File: src/rtl/multicycle_control_unit.sv
// Control FSM for a multicycle MIPS-like datapath: sequences fetch, decode,
// execute, memory and write-back, and decodes per-state datapath controls.
module multicycle_control_unit (
  input  logic       CLK,
  input  logic       Reset,
  input  logic [5:0] opcode,
  input  logic       zero,
  output logic       PCWre,
  output logic       IRWre,
  output logic       InsMemRW,
  output logic       mRD,
  output logic       mWR,
  output logic       RegWre,
  output logic [1:0] RegDst,
  output logic       WrRegDSrc,
  output logic       DBDataSrc,
  output logic       ALUSrcB,
  output logic       ExtSel,
  output logic [1:0] PCSrc,
  output logic [2:0] ALUOp,
  output logic [2:0] state
);

  typedef enum logic [2:0] {
    s_if     = 3'b000,
    s_id     = 3'b001,
    s_exe_ls = 3'b010,
    s_mem    = 3'b011,
    s_wb_ld  = 3'b100,
    s_exe_br = 3'b101,
    s_exe_al = 3'b110,
    s_wb_al  = 3'b111
  } state_t;

  localparam logic [5:0] op_add   = 6'b000000;
  localparam logic [5:0] op_sub   = 6'b000001;
  localparam logic [5:0] op_addiu = 6'b000010;
  localparam logic [5:0] op_and   = 6'b010000;
  localparam logic [5:0] op_andi  = 6'b010001;
  localparam logic [5:0] op_ori   = 6'b010010;
  localparam logic [5:0] op_slt   = 6'b100110;
  localparam logic [5:0] op_slti  = 6'b100111;
  localparam logic [5:0] op_sw    = 6'b110000;
  localparam logic [5:0] op_lw    = 6'b110001;
  localparam logic [5:0] op_beq   = 6'b110100;
  localparam logic [5:0] op_bne   = 6'b110101;
  localparam logic [5:0] op_j     = 6'b111000;
  localparam logic [5:0] op_jr    = 6'b111001;
  localparam logic [5:0] op_jal   = 6'b111010;
  localparam logic [5:0] op_halt  = 6'b111111;

  localparam logic [2:0] alu_add = 3'b000;
  localparam logic [2:0] alu_sub = 3'b001;
  localparam logic [2:0] alu_and = 3'b100;
  localparam logic [2:0] alu_or  = 3'b101;
  localparam logic [2:0] alu_slt = 3'b110;

  state_t cur_state;
  state_t nxt_state;

  // Opcode classification shared by next-state and output decode
  logic       is_rtype;
  logic       is_imm;
  logic       is_ls;
  logic       is_branch;
  logic       imm_sext;
  logic [2:0] alu_fn;

  always_comb begin
    is_rtype  = 1'b0;
    is_imm    = 1'b0;
    is_ls     = 1'b0;
    is_branch = 1'b0;
    imm_sext  = 1'b0;
    alu_fn    = alu_add;
    case (opcode)
      op_add:   begin is_rtype = 1'b1; alu_fn = alu_add; end
      op_sub:   begin is_rtype = 1'b1; alu_fn = alu_sub; end
      op_and:   begin is_rtype = 1'b1; alu_fn = alu_and; end
      op_slt:   begin is_rtype = 1'b1; alu_fn = alu_slt; end
      op_addiu: begin is_imm = 1'b1; imm_sext = 1'b1; alu_fn = alu_add; end
      op_andi:  begin is_imm = 1'b1; alu_fn = alu_and; end
      op_ori:   begin is_imm = 1'b1; alu_fn = alu_or;  end
      op_slti:  begin is_imm = 1'b1; imm_sext = 1'b1; alu_fn = alu_slt; end
      op_sw, op_lw:   is_ls = 1'b1;
      op_beq, op_bne: is_branch = 1'b1;
      default: ;
    endcase
  end

  always_ff @(posedge CLK) begin
    if (!Reset) cur_state <= s_if;
    else        cur_state <= nxt_state;
  end

  always_comb begin
    nxt_state = s_if;
    case (cur_state)
      s_if: nxt_state = s_id;
      s_id: begin
        if (opcode == op_halt)         nxt_state = s_id;
        else if (is_branch)            nxt_state = s_exe_br;
        else if (is_ls)                nxt_state = s_exe_ls;
        else if (is_rtype || is_imm)   nxt_state = s_exe_al;
        else                           nxt_state = s_if;
      end
      s_exe_ls: nxt_state = s_mem;
      s_mem:    nxt_state = (opcode == op_lw) ? s_wb_ld : s_if;
      s_wb_ld:  nxt_state = s_if;
      s_exe_br: nxt_state = s_if;
      s_exe_al: nxt_state = s_wb_al;
      s_wb_al:  nxt_state = s_if;
      default:  nxt_state = s_if;
    endcase
  end

  // Output decode; anything not raised in a state stays 0
  always_comb begin
    PCWre     = 1'b0;
    IRWre     = 1'b0;
    InsMemRW  = 1'b0;
    mRD       = 1'b0;
    mWR       = 1'b0;
    RegWre    = 1'b0;
    RegDst    = 2'b00;
    WrRegDSrc = 1'b0;
    DBDataSrc = 1'b0;
    ALUSrcB   = 1'b0;
    ExtSel    = 1'b0;
    PCSrc     = 2'b00;
    ALUOp     = 3'b000;
    case (cur_state)
      s_if: begin
        IRWre    = 1'b1;
        InsMemRW = 1'b1;
      end
      s_id: begin
        // Jumps and undefined opcodes retire here; multi-cycle ones and halt do not
        case (opcode)
          op_j: begin
            PCWre = 1'b1;
            PCSrc = 2'b11;
          end
          op_jr: begin
            PCWre = 1'b1;
            PCSrc = 2'b10;
          end
          op_jal: begin
            PCWre     = 1'b1;
            PCSrc     = 2'b11;
            RegWre    = 1'b1;
            RegDst    = 2'b00;
            WrRegDSrc = 1'b0;
          end
          op_halt: ;
          default: begin
            if (!(is_rtype || is_imm || is_ls || is_branch)) begin
              PCWre = 1'b1;
              PCSrc = 2'b00;
            end
          end
        endcase
      end
      s_exe_br: begin
        PCWre   = 1'b1;
        ALUOp   = alu_sub;
        ALUSrcB = 1'b0;
        ExtSel  = 1'b1;
        if (((opcode == op_beq) && zero) || ((opcode == op_bne) && !zero))
          PCSrc = 2'b01;
      end
      s_exe_ls: begin
        ALUOp   = alu_add;
        ALUSrcB = 1'b1;
        ExtSel  = 1'b1;
      end
      s_mem: begin
        ALUOp   = alu_add;
        ALUSrcB = 1'b1;
        ExtSel  = 1'b1;
        mRD     = (opcode == op_lw);
        mWR     = (opcode == op_sw);
        PCWre   = (opcode != op_lw);
      end
      s_wb_ld: begin
        PCWre     = 1'b1;
        RegWre    = 1'b1;
        RegDst    = 2'b01;
        WrRegDSrc = 1'b1;
        DBDataSrc = 1'b1;
      end
      s_exe_al: begin
        ALUOp   = alu_fn;
        ALUSrcB = is_imm;
        ExtSel  = is_imm && imm_sext;
      end
      s_wb_al: begin
        ALUOp     = alu_fn;
        ALUSrcB   = is_imm;
        ExtSel    = is_imm && imm_sext;
        PCWre     = 1'b1;
        RegWre    = 1'b1;
        RegDst    = is_rtype ? 2'b10 : 2'b01;
        WrRegDSrc = 1'b1;
        DBDataSrc = 1'b0;
      end
      default: ;
    endcase

    // Hold every write strobe and select low while reset is asserted
    if (!Reset) begin
      PCWre     = 1'b0;
      IRWre     = 1'b0;
      InsMemRW  = 1'b0;
      mRD       = 1'b0;
      mWR       = 1'b0;
      RegWre    = 1'b0;
      RegDst    = 2'b00;
      WrRegDSrc = 1'b0;
      DBDataSrc = 1'b0;
      ALUSrcB   = 1'b0;
      ExtSel    = 1'b0;
      PCSrc     = 2'b00;
      ALUOp     = 3'b000;
    end
  end

  assign state = cur_state;

endmodule

File: config.mk
export PLATFORM = sky130hd
export DESIGN_NAME = multicycle_control_unit
export DESIGN_NICKNAME = d
export VERILOG_FILES = /design/src/rtl/multicycle_control_unit.sv
export SDC_FILE = /design/constraint.sdc
export NUM_CORES = 1
export LEC_CHECK = 0
export CORE_MARGIN = 1.5
export CORE_UTILIZATION = 49
export CTS_CLUSTER_SIZE = 10
export DETAILED_ROUTE_END_ITERATION = 10
export DONT_BUFFER_PORTS = 1
export GPL_ROUTABILITY_DRIVEN = 0
export GPL_TIMING_DRIVEN = 0
export HOLD_SLACK_MARGIN = 0.03
export SLEW_MARGIN = 0
export SYNTH_ARGS = -nofsm -noshare
export SYNTH_HDL_FRONTEND = slang
export SYNTH_SLANG_ARGS = --single-unit
File: constraint.sdc
create_clock -name CLK -period 2.01 [get_ports CLK]
set_input_delay 0.402 -clock CLK [delete_from_list [all_inputs] [get_ports CLK]]
set_output_delay 0.402 -clock CLK [all_outputs]
set_load 0.005 [all_outputs]
==> results.yml <==
status:
  outcome: "complete, no violations"
clock_network:
  cts_root_buf: "clkbuf_4"
  cts_setup_buffers: 0
  ctsLongestPathBuffers: 2
  numCtsBuffers: 3
  insertion_delay_ns: 0.23
  clock-sinks: 3
  clk_pin_slew_ns: 0.04
  htreeDepth: 1
  cts_tree: "built"
critical_path:
  max_stage_delay_ns: 0.35
  timing.rr.end: "state[2]$_SDFF_PN0_"
  path_class: "flop to primary output"
  start_kind: "flop"
  end_kind: "primary output"
  cp_data_required_time_ns: 1.61
  reg2reg_depth: 4
  cp_max_fo: 10
  crit-reg2reg-launch: "state[2]$_SDFF_PN0_"
  rrSetupSlack_ns: 0.79
  crit_arrival_ns: 1.48
  path_cells: "buf_4 > nor4_1 > nand2_1 > o32ai_1"
  slowest_stage: "o32ai_1"
final_layout:
  drive_gt1_share_pct: 19.79
  largest_register_ffs: 3
  fin_nets: 106
  seq_area_um2: 60.06
  fill_cells: 127
  multi_input_area_um2: 504.2
  final_cell_count_no_fill: 110
  diodes: 0
  syn_to_final_growth_pct: 7.266
route:
  drc: 0
  num_vias: 712
  dr.pass1.iters: 4
  ant_nets: 0
  vias_per_cell: 6.473
  routed_wirelength_mm: 1.756
  wl_per_cell_um: 15.96
  drt_iter0_markers: 20
pwr:
  irDropWorstVdd_mv: 0.2752
  power.density_nw_per_um2: 386.7
  p_leak_nw: 0.2558
min_path:
  hold-path-endpoint: "state[0]$_SDFF_PN0_"
  worstHoldPathCells: 1
  hold_path_startpoint: "Reset"
  hold_path_class: "primary input to flop"
synth:
  ys_seq_area_share_pct: 9.178
  synth_top_cells_by_area: "dfxtp_1 9.2%, buf_6 5.2%, a31oi_1 4.8%, nand2b_1 4.8%, a21oi_1 4.6%"
  yosysUniqueCellTypes: 40
  ys_seq_elements: 3
  netlist_area_um2: 654.4
  avgSynthCellArea_um2: 7.113
  synthCells: 92
  synth_top_area_share_pct: 9.178
  syn-num-nets: 101
  ys_warn_count: 0
  yosysTopAreaCell: "dfxtp_1"
timing:
  fin_crit_sh_pct: 93.74
  slew_violations: 0
  holdWs_ns: 0.3179
  slew_headroom_pct: 67.13
  worst_slew_pin_slew_ns: 0.4930
  finalCriticalPeriod_ns: 1.884
  clock_skew_ns: 0.001328
  fmax_ghz: 0.5308
  finalSetupTns_ns: 0
  finalSetupViolCount: 0
  hold_violations: 0
  rsz0062_at_grt: "false"
placed_design:
  numPortBuffers: 0
  dp.cells: 106
  place_hpwl_mm: 1.327
global_routing:
  track_usage_pct: 25.18
  grt_pass1_vias: 638
  overflow: 0
  antenna_found_initial: 0
  grt_pass1_wl_mm: 2.718
  grt_start_max_net_pins: 11
floorplan:
  die_area_um2: 1564
  die_w_um: 39.55
  placementRows: 12
  dieHeight_um: 39.55
  ios: 29
  start_util_pct: 55.88
  core_area_um2: 1171
run:
  drv_cap: 0
-- cell type report --
cell class                      count  area share (%)
Multi-Input combinational cell     75           71.84
Sequential cell                     3           8.556
Inverter                            3           1.604
Buffer                             11           11.76
Clock buffer                        4           3.743
Tap cell                           14           2.496
-- logic make-up (layout without fill, tap and decap cells) --
group,Yosys count,after routing,synth area share (%)
XOR/XNOR,3,3,4.016
buffers and inverters,14,18,13.76
AO/OA/AOI/OAI,27,27,28.49
flip-flops,3,3,9.178
AND/OR/NAND/NOR,45,45,44.55
-- synth_stat cells (all sizes together) --
| cell | instances |
|---|---|
| buf | 10 |
| nand2 | 7 |
| a21oi | 6 |
| a31oi | 5 |
| nand2b | 5 |
| nand3 | 5 |
| nor2 | 5 |
| nor3 | 5 |
| dfxtp | 3 |
| inv | 3 |
| nor4 | 3 |
| o21ai | 3 |
| xor2 | 3 |
| and2 | 2 |
| and3 | 2 |
| nand3b | 2 |
| nand4b | 2 |
| nor2b | 2 |
| nor3b | 2 |
| o221ai | 2 |
| o22ai | 2 |
| o31a | 2 |
| a211o | 1 |
| a211oi | 1 |
| a2bb2oi | 1 |
| and2b | 1 |
| clkbuf | 1 |
| nor4b | 1 |
| o21ba | 1 |
| o21bai | 1 |
| o32ai | 1 |
| o41a | 1 |
| or3b | 1 |
-- critical path, delay by kind of cell, from the launching register on --
| kind | cells | cell delay [ns] |
|---|---|---|
| flops | 1 | 0.31 |
| simple gates | 2 | 0.41 |
| buf+inv | 1 | 0.17 |
| compound gates | 1 | 0.35 |
-- cells in the final DEF, fill, tap and decap left out, types with 3 or more instances in the layout --
cell	n
a21oi_1	6
a31oi_1	5
buf_4	4
buf_6	3
clkbuf_4	3
dfxtp_1	3
inv_1	3
nand2_1	7
nand2b_1	5
nand3_1	5
nor2_1	5
nor3_1	4
xor2_1	3
-- report_power, final --
part	total, W	switching (W)	internal, W	leakage [nW]
Combinational	0.0000984	0.0000575	0.0000408	0.216
Clock	0.000107	0.0000323	0.0000745	0.0150
Sequential	0.0000663	0.00000357	0.0000627	0.0246
Total	0.000271	0.0000934	0.000178	0.256
-- stage by stage --
stage | worst slack (ns) | util, % | total power, W | instance area (um2)
after floorplan | 0.3643 | - | 0.0001482 | 654.4
after global placement | 0.2451 | 57.37 | 0.0001628 | 671.9
after detailed placement | 0.2419 | 57.37 | 0.0001641 | 671.9
after CTS | 0.06815 | 59.62 | 0.0002751 | 698.2
after global routing | 0.01009 | 59.94 | 0.0002895 | 701.9
final | 0.1259 | 59.94 | 0.0002714 | 701.9
-- what timing repair did --
item	in CTS	in global routing
endpoints found under the hold margin	0	0
resized for setup	0	4
hold buffers	0	0
setup endpoints to repair	0	3
-- worst max path at each step --
stage / slack, ns / startpoint / end / cells after the start
floorplan: 0.36 / opcode[2] / PCWre / 5
global placement: 0.25 / opcode[5] / RegDst[0] / 5
detailed placement: 0.24 / opcode[5] / RegDst[0] / 5
CTS: 0.07 / state[2]$_SDFF_PN0_ / PCSrc[0] / 5
global route: 0.01 / state[2]$_SDFF_PN0_ / PCSrc[0] / 5
finish: 0.13 / state[2]$_SDFF_PN0_ / RegWre / 4
-- per-layer routing --
metal	vias up	global-route usage (%)	wire length (um)
met2	23	44.26	797
li1	352	-	-
met4	0	0	0
met5	-	0	0
met3	0	5.682	72
met1	337	32.55	887
No activity file was read; power rests on OpenSTA's default activity.
